$ cat config.mk
export PLATFORM = sky130hd
export DESIGN_NAME = nnet_frame_scheduler
export DESIGN_NICKNAME = d
export VERILOG_FILES = /design/src/rtl/nnet_sched_pkg.sv /design/src/rtl/nnet_beat_counter.sv /design/src/rtl/nnet_frame_scheduler.sv
export SDC_FILE = /design/constraint.sdc
export NUM_CORES = 1
export LEC_CHECK = 0
export ABC_CLOCK_PERIOD_IN_PS = 7200
export CAP_MARGIN = 20
export CORE_AREA = 2 2 188 190
export CTS_BUF_LIST = sky130_fd_sc_hd__clkbuf_4
export CTS_CLUSTER_DIAMETER = 100
export CTS_CLUSTER_SIZE = 24
export DETAILED_ROUTE_END_ITERATION = 8
export DIE_AREA = 0 0 190 192
export HOLD_SLACK_MARGIN = 0.08
export PLACE_DENSITY = 0.73
export SLEW_MARGIN = 20
export SYNTH_ARGS = -nofsm -noshare
export SYNTH_HDL_FRONTEND = slang
export SYNTH_SLANG_ARGS = --single-unit
export TNS_END_PERCENT = 5
$ cat constraint.sdc
create_clock -name clk -period 7.2 [get_ports clk]
set_input_delay 1.08 -clock clk [delete_from_list [all_inputs] [get_ports clk]]
set_output_delay 1.08 -clock clk [all_outputs]
set_load 0.005 [all_outputs]
$ cat src/rtl/nnet_sched_pkg.sv
// Shared types and constants for the neural-net frame scheduler.
// Holds the FSM state enum, default bus widths and error-vector bit indices.
package nnet_sched_pkg;

   typedef enum logic [1:0] {
      IDLE = 2'd0,
      RUN  = 2'd1,
      PAD  = 2'd2,
      FILL = 2'd3
   } state_e;

   localparam int DEF_WIDTH   = 32;
   localparam int DEF_SIZE_W  = 16;
   localparam int DEF_TUSER_W = 128;
   localparam int DEF_TMO_W   = 20;

   localparam int ERR_SHORT = 0;
   localparam int ERR_LONG  = 1;
   localparam int ERR_TMO   = 2;
   localparam int ERR_N     = 3;

endpackage

$ cat src/rtl/nnet_beat_counter.sv
// Loadable beat up-counter with a latched limit.
// Ports: clk, rst_n, clr_i (sync zero), load_i (latch limit_i, zero count),
// inc_i (count one beat), last_o (count == limit-1), done_o (count == limit).
module nnet_beat_counter #(
   parameter int W = 16
) (
   input  logic         clk,
   input  logic         rst_n,
   input  logic         clr_i,
   input  logic         load_i,
   input  logic [W-1:0] limit_i,
   input  logic         inc_i,
   output logic         last_o,
   output logic         done_o
);

   logic [W-1:0] cnt_q, cnt_d;
   logic [W-1:0] lim_q, lim_d;

   always_comb begin
      cnt_d = cnt_q;
      lim_d = lim_q;
      if (clr_i) begin
         cnt_d = '0;
         lim_d = '0;
      end else if (load_i) begin
         cnt_d = '0;
         lim_d = limit_i;
      end else if (inc_i) begin
         cnt_d = cnt_q + W'(1);
      end
   end

   always_ff @(posedge clk or negedge rst_n) begin
      if (!rst_n) begin
         cnt_q <= '0;
         lim_q <= '0;
      end else begin
         cnt_q <= cnt_d;
         lim_q <= lim_d;
      end
   end

   assign last_o = (cnt_q == lim_q - W'(1));
   assign done_o = (cnt_q == lim_q);

endmodule

$ cat src/rtl/nnet_frame_scheduler.sv
// Frame sequencer between the RFNoC AXI wrapper and a streaming HLS core.
// Ports: size_in/size_out/tmo_cycles config; i_* wrapper input stream;
// core_in_* / core_out_* core streams; o_* wrapper output stream;
// busy, err_short/err_long/err_tmo pulses, frame_cnt completed frames.
module nnet_frame_scheduler
   import nnet_sched_pkg::*;
#(
   parameter int WIDTH   = DEF_WIDTH,
   parameter int SIZE_W  = DEF_SIZE_W,
   parameter int TUSER_W = DEF_TUSER_W,
   parameter int TMO_W   = DEF_TMO_W
) (
   input  logic               clk,
   input  logic               reset_n,
   input  logic               clear,
   input  logic [SIZE_W-1:0]  size_in,
   input  logic [SIZE_W-1:0]  size_out,
   input  logic [TMO_W-1:0]   tmo_cycles,
   input  logic [WIDTH-1:0]   i_tdata,
   input  logic               i_tlast,
   input  logic               i_tvalid,
   input  logic [TUSER_W-1:0] i_tuser,
   output logic               i_tready,
   output logic [WIDTH-1:0]   core_in_tdata,
   output logic               core_in_tvalid,
   input  logic               core_in_tready,
   input  logic [WIDTH-1:0]   core_out_tdata,
   input  logic               core_out_tvalid,
   output logic               core_out_tready,
   output logic [WIDTH-1:0]   o_tdata,
   output logic               o_tlast,
   output logic               o_tvalid,
   output logic [TUSER_W-1:0] o_tuser,
   input  logic               o_tready,
   output logic               busy,
   output logic               err_short,
   output logic               err_long,
   output logic               err_tmo,
   output logic [31:0]        frame_cnt
);

   state_e             state_q, state_d;
   logic               discard_q, discard_d;
   logic               dropped_q, dropped_d;
   logic [TMO_W-1:0]   tmo_q, tmo_d;
   logic [ERR_N-1:0]   err_q, err_d;
   logic [31:0]        fcnt_q, fcnt_d;
   logic [TUSER_W-1:0] hdr_q, hdr_d;

   logic ld, in_inc, out_inc;
   logic in_last, in_done, out_last, out_done;
   logic in_fin, out_fin;

   nnet_beat_counter #(.W(SIZE_W)) u_in_cnt (
      .clk     (clk),
      .rst_n   (reset_n),
      .clr_i   (clear),
      .load_i  (ld),
      .limit_i (size_in),
      .inc_i   (in_inc),
      .last_o  (in_last),
      .done_o  (in_done)
   );

   nnet_beat_counter #(.W(SIZE_W)) u_out_cnt (
      .clk     (clk),
      .rst_n   (reset_n),
      .clr_i   (clear),
      .load_i  (ld),
      .limit_i (size_out),
      .inc_i   (out_inc),
      .last_o  (out_last),
      .done_o  (out_done)
   );

   always_comb begin
      state_d         = state_q;
      discard_d       = discard_q;
      dropped_d       = dropped_q;
      tmo_d           = tmo_q;
      err_d           = '0;
      fcnt_d          = fcnt_q;
      hdr_d           = hdr_q;
      ld              = 1'b0;
      in_inc          = 1'b0;
      out_inc         = 1'b0;
      in_fin          = 1'b0;
      out_fin         = 1'b0;
      i_tready        = 1'b0;
      core_in_tdata   = '0;
      core_in_tvalid  = 1'b0;
      core_out_tready = 1'b0;
      o_tdata         = '0;
      o_tvalid        = 1'b0;
      o_tlast         = 1'b0;

      unique case (state_q)
         IDLE: begin
            if (i_tvalid && size_in != '0 && size_out != '0) begin
               state_d   = RUN;
               ld        = 1'b1;
               hdr_d     = i_tuser;
               discard_d = 1'b0;
               dropped_d = 1'b0;
               tmo_d     = '0;
            end
         end

         RUN, PAD: begin
            o_tdata         = core_out_tdata;
            o_tvalid        = core_out_tvalid && !out_done;
            o_tlast         = out_last;
            core_out_tready = o_tready && !out_done;
            out_inc         = o_tvalid && o_tready;
            out_fin         = out_done || (out_inc && out_last);

            if (state_q == PAD) begin
               core_in_tvalid = 1'b1;
               in_inc         = core_in_tready;
               if (in_inc && in_last) state_d = RUN;
            end else if (discard_q) begin
               // Swallow excess beats until the wrapper closes its frame.
               i_tready = 1'b1;
               in_fin   = i_tvalid && i_tlast;
               if (i_tvalid && !dropped_q) begin
                  err_d[ERR_LONG] = 1'b1;
                  dropped_d       = 1'b1;
               end
               if (in_fin) discard_d = 1'b0;
            end else if (!in_done) begin
               core_in_tvalid = i_tvalid;
               core_in_tdata  = i_tdata;
               i_tready       = core_in_tready;
               in_inc         = i_tvalid && core_in_tready;
               if (in_inc && i_tlast) begin
                  if (!in_last) begin
                     err_d[ERR_SHORT] = 1'b1;
                     // Output already closed: nothing left to pad for.
                     if (out_fin) in_fin = 1'b1;
                     else         state_d = PAD;
                  end else begin
                     in_fin = 1'b1;
                  end
               end else if (in_inc && in_last) begin
                  discard_d = 1'b1;
               end
            end else begin
               in_fin = 1'b1;
            end

            if (in_fin && out_fin) begin
               state_d = IDLE;
               fcnt_d  = fcnt_q + 32'd1;
               tmo_d   = '0;
            end else if (in_inc || out_inc) begin
               tmo_d = '0;
            end else if (tmo_cycles != '0 &&
                         tmo_q >= tmo_cycles - TMO_W'(1)) begin
               err_d[ERR_TMO] = 1'b1;
               state_d        = FILL;
               tmo_d          = '0;
            end else begin
               tmo_d = tmo_q + TMO_W'(1);
            end
         end

         FILL: begin
            o_tvalid = !out_done;
            o_tlast  = out_last;
            out_inc  = o_tvalid && o_tready;
            if (out_done || (out_inc && out_last)) begin
               state_d = IDLE;
               fcnt_d  = fcnt_q + 32'd1;
            end
         end
      endcase

      if (clear) begin
         state_d   = IDLE;
         discard_d = 1'b0;
         dropped_d = 1'b0;
         tmo_d     = '0;
         err_d     = '0;
         fcnt_d    = '0;
         ld        = 1'b0;
      end
   end

   always_ff @(posedge clk or negedge reset_n) begin
      if (!reset_n) begin
         state_q   <= IDLE;
         discard_q <= 1'b0;
         dropped_q <= 1'b0;
         tmo_q     <= '0;
         err_q     <= '0;
         fcnt_q    <= '0;
         hdr_q     <= '0;
      end else begin
         state_q   <= state_d;
         discard_q <= discard_d;
         dropped_q <= dropped_d;
         tmo_q     <= tmo_d;
         err_q     <= err_d;
         fcnt_q    <= fcnt_d;
         hdr_q     <= hdr_d;
      end
   end

   assign busy      = (state_q != IDLE);
   assign o_tuser   = hdr_q;
   assign err_short = err_q[ERR_SHORT];
   assign err_long  = err_q[ERR_LONG];
   assign err_tmo   = err_q[ERR_TMO];
   assign frame_cnt = fcnt_q;

endmodule
==> metrics, run 1 <==
most used cell, CP=nor2_1; GRT Residual Overflow=0; drt wl/cell=17.6 µm; final net count=2296; DRC viols=0; top post-synthesis cells by area=dfrtp_1 47%, nand2_1 14%, and2_1 3.4%, xnor2_1 3.3%, ha_1 2.9%; Lkg Pwr=8.41 nW; Non-Filler Instances=2476; max incr delay on CP=450 ps; Worst Path Required=7840 ps; fin crit share=0.717; Max Fclk=0.194 GHz; CTS Sinks=251; Least-Margin Pin Slew=1050 ps; pre-CTS setup slack=1200 ps; Clock Path Buffers=3; worst-path maximum fanout=13; dpl hpwl=33200 µm; commonest non-fill, non-tap cell in the layout=nand2_1; Total Routing Usage GR=0.232; type of the worst min-delay path=in -> async; initial core utilization=0.393; Synth Instances=1587; Placer Congestion=0.882; pwr dens=263 nW/µm²; clk root buf=clkbuf_4; die width=190 µm; Worst EP arrival=5800 ps; vias in the first global route=12.5k; area of the mapped netlist=13500 µm²; clk_lat worst skew=720 ps; Peak supply drop=0.000215 V; Cells after DPL=2450; layout cells sized above 1=0.0228; IO Port Bufs=484; cts bufs inserted=14; Yosys cell types=63; vias after detailed routing=12.7k; RSZ-0062 raised after global routing=false; max-slew violation count=0; sequential share of the synthesized area=0.466; Core Area=34300 µm²; average vias per placed instance=5.14; status=finished clean; FFs w/ async S/R, synth=1.00; # setup viols final=0; TritonCTS clock tree=built; largest area contributor in the netlist=dfrtp_1; pin count of the biggest net entering global routing=159; endpoint kind of the worst setup timing path=flop; row cnt=68; Setup TNS Final=0 ps; WP buf/inv=2; area grow syn2layout=39.9%; Synth top area share=0.466; commonest cells after routing, fill and taps aside=510 x nand2_1, 482 x clkdlybuf4s50_1, 251 x dfrtp_1; final hold violations=0; Crit path max-delay family=simple AND/OR/NAND/NOR gates; Pre-antenna DRT Iters=5; die span in y=192 µm; final design area excluding fillers=18800 µm²; Max-Cap Viols=0; hold_buf cts=0; Post-DP Area=18600 µm²; flops & latches, synth=251; DIE AREA=36500 µm²; minimum clock period=5160 ps; Net Count, Synth=1870; top_reg_cell synth=dfrtp_1; kind of start point of the critical path=input port; ANT nets after route=0; CTS resizes=0; io pins=485; DR iter-0 viols=770; CP max-delay cell=clkdlybuf4s50_1; Syn Area/Cell=8.49 µm²; H-tree depth=1; first-pass GRT wire length=67200 µm; max_slew headroom=0.302; Post CTS Setup Buffer Count=0; WL final=43500 µm; Yosys warnings=0; cell chain of the critical path=clkdlybuf4s50_1 -> nor2_1 -> nand3_1 -> or3_1 -> nor4_1 -> nand2_1 -> or3_1 -> or2_2 -> nor2_1 -> xnor2_1 -> ha_1 -> a21o_1 -> a21o_1 -> a21oi_1 -> a22oi_1 -> nand2_1 -> o211ai_1 -> clkbuf_4 -> nor2_1 -> a22o_1; Post-synth EDFFs=0; setup slack after layout=2040 ps; initial antenna violation count=5; Setup Skew=88.0 ps; crit path kind=in -> reg; Worst-path clk slew=260 ps
## layout make-up
class | count | area, µm²
repair buffers | 493 | 4920
multi-input cells | 1228 | 6800
diodes | 6 | 15.0
clock inverters | 3 | 47.5
well taps | 455 | 569
fillers | 3112 | 15400
clock buffers | 15 | 113
inverters | 25 | 93.8
flip-flops and latches | 251 | 6280
## logic make-up (layout without fill, tap and decap cells)
group	after synthesis	in the layout	share of synthesized area
and+or+nand+nor	896	896	0.311
muxes	7	7	0.00539
AOI/OAI and AO/OA	196	196	0.0903
xor gates and xnor gates	98	98	0.0669
DFF	251	251	0.466
other	0	6	0
buffers and inverters	108	536	0.0311
adders and majority gates	31	31	0.0288
## worst reg2reg max path, delay by kind of cell (launching register included)
family	cells	cell delay (ps)
DFF	1	530
buffers and inverters	1	90
adders and majority gates	1	240
muxes	1	150
and+or+nand+nor	4	1690
AOI/OAI and AO/OA	4	1480
## synth_stat cells (all sizes together) (4+ instances only)
cell / instances
clkbuf: 76
nor4: 22
nand3: 43
nor2b: 12
buf: 7
o21a: 5
and3: 34
nand2b: 20
a21oi: 70
nor3: 17
xnor2: 51
a22o: 5
nand2: 511
ha: 31
or2: 4
a211oi: 4
dfrtp: 251
o211ai: 4
o21ai: 57
and2: 73
or4: 12
xor2: 44
mux2i: 5
nor2: 66
or3: 23
nand4: 29
and4: 5
nor3b: 8
a21o: 13
inv: 25
o31ai: 10
## report_power, final
part           switching [mW]  internal, mW  leakage, nW  total [mW]
combinational            1.08          1.27         5.04        2.35
clock                   0.449         0.138       0.0914       0.587
sequential              0.238          1.78         3.27        2.01
## registers in the layout, summed over array words and instances, names as in the netlist, 3 cells and up
name,cells
tmo_q,20
u_out_cnt.cnt_q,16
o_tuser,128
u_in_cnt.cnt_q,16
err_q,3
u_in_cnt.lim_q,16
u_out_cnt.lim_q,16
frame_cnt,32
## metal layers
layer	vias up	track usage	part of all wire
met3	62	0.0627	0.081
met2	421	0.438	0.52
met5	-	0	0
met4	0	0.0814	0.034
li1	6155	-	-
met1	6082	0.247	0.36
## through the flow
step,power (mW),hold WS (ps),utilization
final,4.96,318,0.549
after detailed placement,4.41,461,0.544
after CTS,5.01,306,0.549
after floorplan,2.97,470,-
after global placement,4.37,457,0.544
after global routing,5.30,310,0.549
## worst paths after layout
kind / to / start / slack (ps) / cells past startpoint
min in group clk: o_tuser[17] / o_tuser[17] / 500 / 2
hold / removal: o_tuser[30] / reset_n / 320 / 1
setup reg to reg: frame_cnt[31] / u_out_cnt.lim_q[0] / 2960 / 11
setup / recovery: tmo_q[8] / tmo_cycles[2] / 2040 / 20
max in group asynchronous: frame_cnt[13] / reset_n / 5440 / 2
hold reg to reg: o_tuser[17] / o_tuser[17] / 500 / 2
Power figures use the tool's default switching activity.
==> run 2, diff against run 1 <==
--- a/config.mk
+++ b/config.mk
@@ -5,7 +5,7 @@
 export SDC_FILE = /design/constraint.sdc
 export NUM_CORES = 1
 export LEC_CHECK = 0
-export ABC_CLOCK_PERIOD_IN_PS = 7200
+export ABC_CLOCK_PERIOD_IN_PS = 5100
 export CAP_MARGIN = 20
 export CORE_AREA = 2 2 188 190
 export CTS_BUF_LIST = sky130_fd_sc_hd__clkbuf_4
==> constraint.sdc (replaced) <==
create_clock -name clk -period 5.1 [get_ports clk]
set_input_delay 0.765 -clock clk [delete_from_list [all_inputs] [get_ports clk]]
set_output_delay 0.765 -clock clk [all_outputs]
set_load 0.005 [all_outputs]
==> metrics, run 2 (synthesis results as in run 1) <==
die span in y=192 µm (unchanged); Max-Cap Viols=0 (unchanged); DR iter-0 viols=676 (-12%); row cnt=68 (unchanged); vias in the first global route=12.6k (+0.42%); vias after detailed routing=12.8k (+0.41%); final core utilization=0.553 (+0.00325); DRC viols=0 (unchanged); Clock Path Buffers=3 (unchanged); max_slew headroom=0.297 (-0.00591); max-slew violation count=0 (unchanged); TritonCTS clock tree=built; kind of start point of the critical path=flop; Setup Skew=38.7 ps (-49.4 ps); commonest non-fill, non-tap cell in the layout=nand2_1; final net count=2311 (+0.65%); initial core utilization=0.393 (unchanged); type of the worst min-delay path=reg -> reg; minimum clock period=4700 ps; Total Routing Usage GR=0.233 (+0.000974); CP startpoint=u_out_cnt.lim_q[0]; Max Fclk=0.213 GHz; WP depth=8 (-60%); Crit path max-delay family=simple AND/OR/NAND/NOR gates; Register-to-Register Path Depth=11 (unchanged); DIE AREA=36500 µm² (unchanged); pwr dens=367 nW/µm² (+40%); endpoint kind of the worst setup timing path=output pin; clk root buf=clkbuf_4; # fillers=3095 (-0.55%); average vias per placed instance=5.13 (-0.20%); area grow syn2layout=40.7%; clk_lat worst skew=700 ps (-20 ps); worst-path maximum fanout=7 (-6); Setup TNS Final=0 ps (unchanged); Peak supply drop=0.000272 V (+26%); Post CTS Setup Buffer Count=0 (unchanged); Worst Path Required=4340 ps (-3500 ps); # setup viols final=0 (unchanged); dpl hpwl=33200 µm (about the same); max incr delay on CP=620 ps (+170 ps); Placer Congestion=0.880 (-0.17%); fin crit share=0.922; IO Port Bufs=484 (unchanged); max FFs per register=128 (unchanged); commonest cells after routing, fill and taps aside=510 x nand2_1, 482 x clkdlybuf4s50_1, 251 x dfrtp_1; RSZ-0062 raised after global routing=false; ANT nets after route=0 (unchanged); Worst EP arrival=3940 ps (-1860 ps); final hold violations=0 (unchanged); cts bufs inserted=14 (unchanged); start point of the worst hold path=o_tuser[33]; status=finished clean; cell chain of the critical path=inv_1 -> ha_1 -> nor3b_1 -> nand4_1 -> mux2i_1 -> a211o_1 -> nor4_1 -> clkdlybuf4s50_1; Pre-antenna DRT Iters=5 (unchanged); pin count of the biggest net entering global routing=163 (+2.5%); Worst-path clk slew=240 ps (-20 ps); GRT Residual Overflow=0 (unchanged); initial antenna violation count=5 (unchanged); die width=190 µm (unchanged); CP max-delay cell=clkdlybuf4s50_1; Lkg Pwr=8.48 nW (+0.87%); WL final=43400 µm (-0.21%); first-pass GRT wire length=67400 µm (+0.38%); Pwr Total=6.96 mW (+40%); Core Area=34300 µm² (unchanged); crit path kind=reg -> out; WP buf/inv=2 (unchanged); layout cells sized above 1=0.0300 (+0.00719); hold path cells=2; io pins=485 (unchanged); CTS Sinks=251 (unchanged); H-tree depth=1 (unchanged); Least-Margin Pin Slew=1060 ps (+8.86 ps); drt wl/cell=17.4 µm (-0.81%); r2r startpoint=u_out_cnt.lim_q[0]
==> run 2: area by class of cell <==
cell class              count  area, µm²  share of cell area
repair buffers            508       5060               0.267
flip-flops and latches    251       6280               0.331
clock inverters             3       17.5            0.000924
well taps                 455        569              0.0300
inverters                  25       93.8             0.00495
multi-input cells        1228       6800               0.359
clock buffers              17        128             0.00673
diodes                      4       10.0            0.000528
==> run 2: stage by stage <==
stage               instances  setup slack, ps  hold slack [ps]  area, µm²
floorplan                1587              491              469      13500
global placement         2465            -62.3              456      18800
detailed placement       2465             -256              461      18800
CTS                      2486              297              488      18900
global route             2491              138              483      19000
finish                   2491              397              503      19000
==> run 2: layer usage <==
layer,vias up,track usage,share of wire
li1,6183,-,-
met1,6075,0.249,0.36
met2,430,0.424,0.51
met3,82,0.0685,0.084
met4,2,0.103,0.045
met5,-,0,0.00030
==> run 2: report_power, final <==
group          total, mW  switching, mW  internal (mW)
Clock              0.786          0.626          0.159
Sequential          2.83          0.329           2.51
Combinational       3.34           1.52           1.82
==> run 2: worst register-to-register path: cells and delay by family, from the launching register on <==
| family | cells | cell delay, ps |
|---|---|---|
| AO/OA/AOI/OAI | 4 | 1360 |
| adder cells (fa/ha/maj) | 1 | 250 |
| buffers and inverters | 1 | 100 |
| flip-flops | 1 | 510 |
| multiplexers | 1 | 160 |
| AND/OR/NAND/NOR | 4 | 1810 |
==> run 2: final timing paths <==
check	slack, ps	to
setup / recovery	400	o_tlast
setup reg to reg	860	frame_cnt[31]
min in group asynchronous	620	o_tuser[113]
hold / removal	500	o_tuser[33]
hold reg to reg	500	o_tuser[33]
max in group asynchronous	3270	o_tuser[118]
==> run 2: repair_timing <==
item	in CTS	in global routing
gates resized for setup	0	0
hold buffers	1	0
setup endpoints to repair	0	0
hold endpoints to repair	67	0
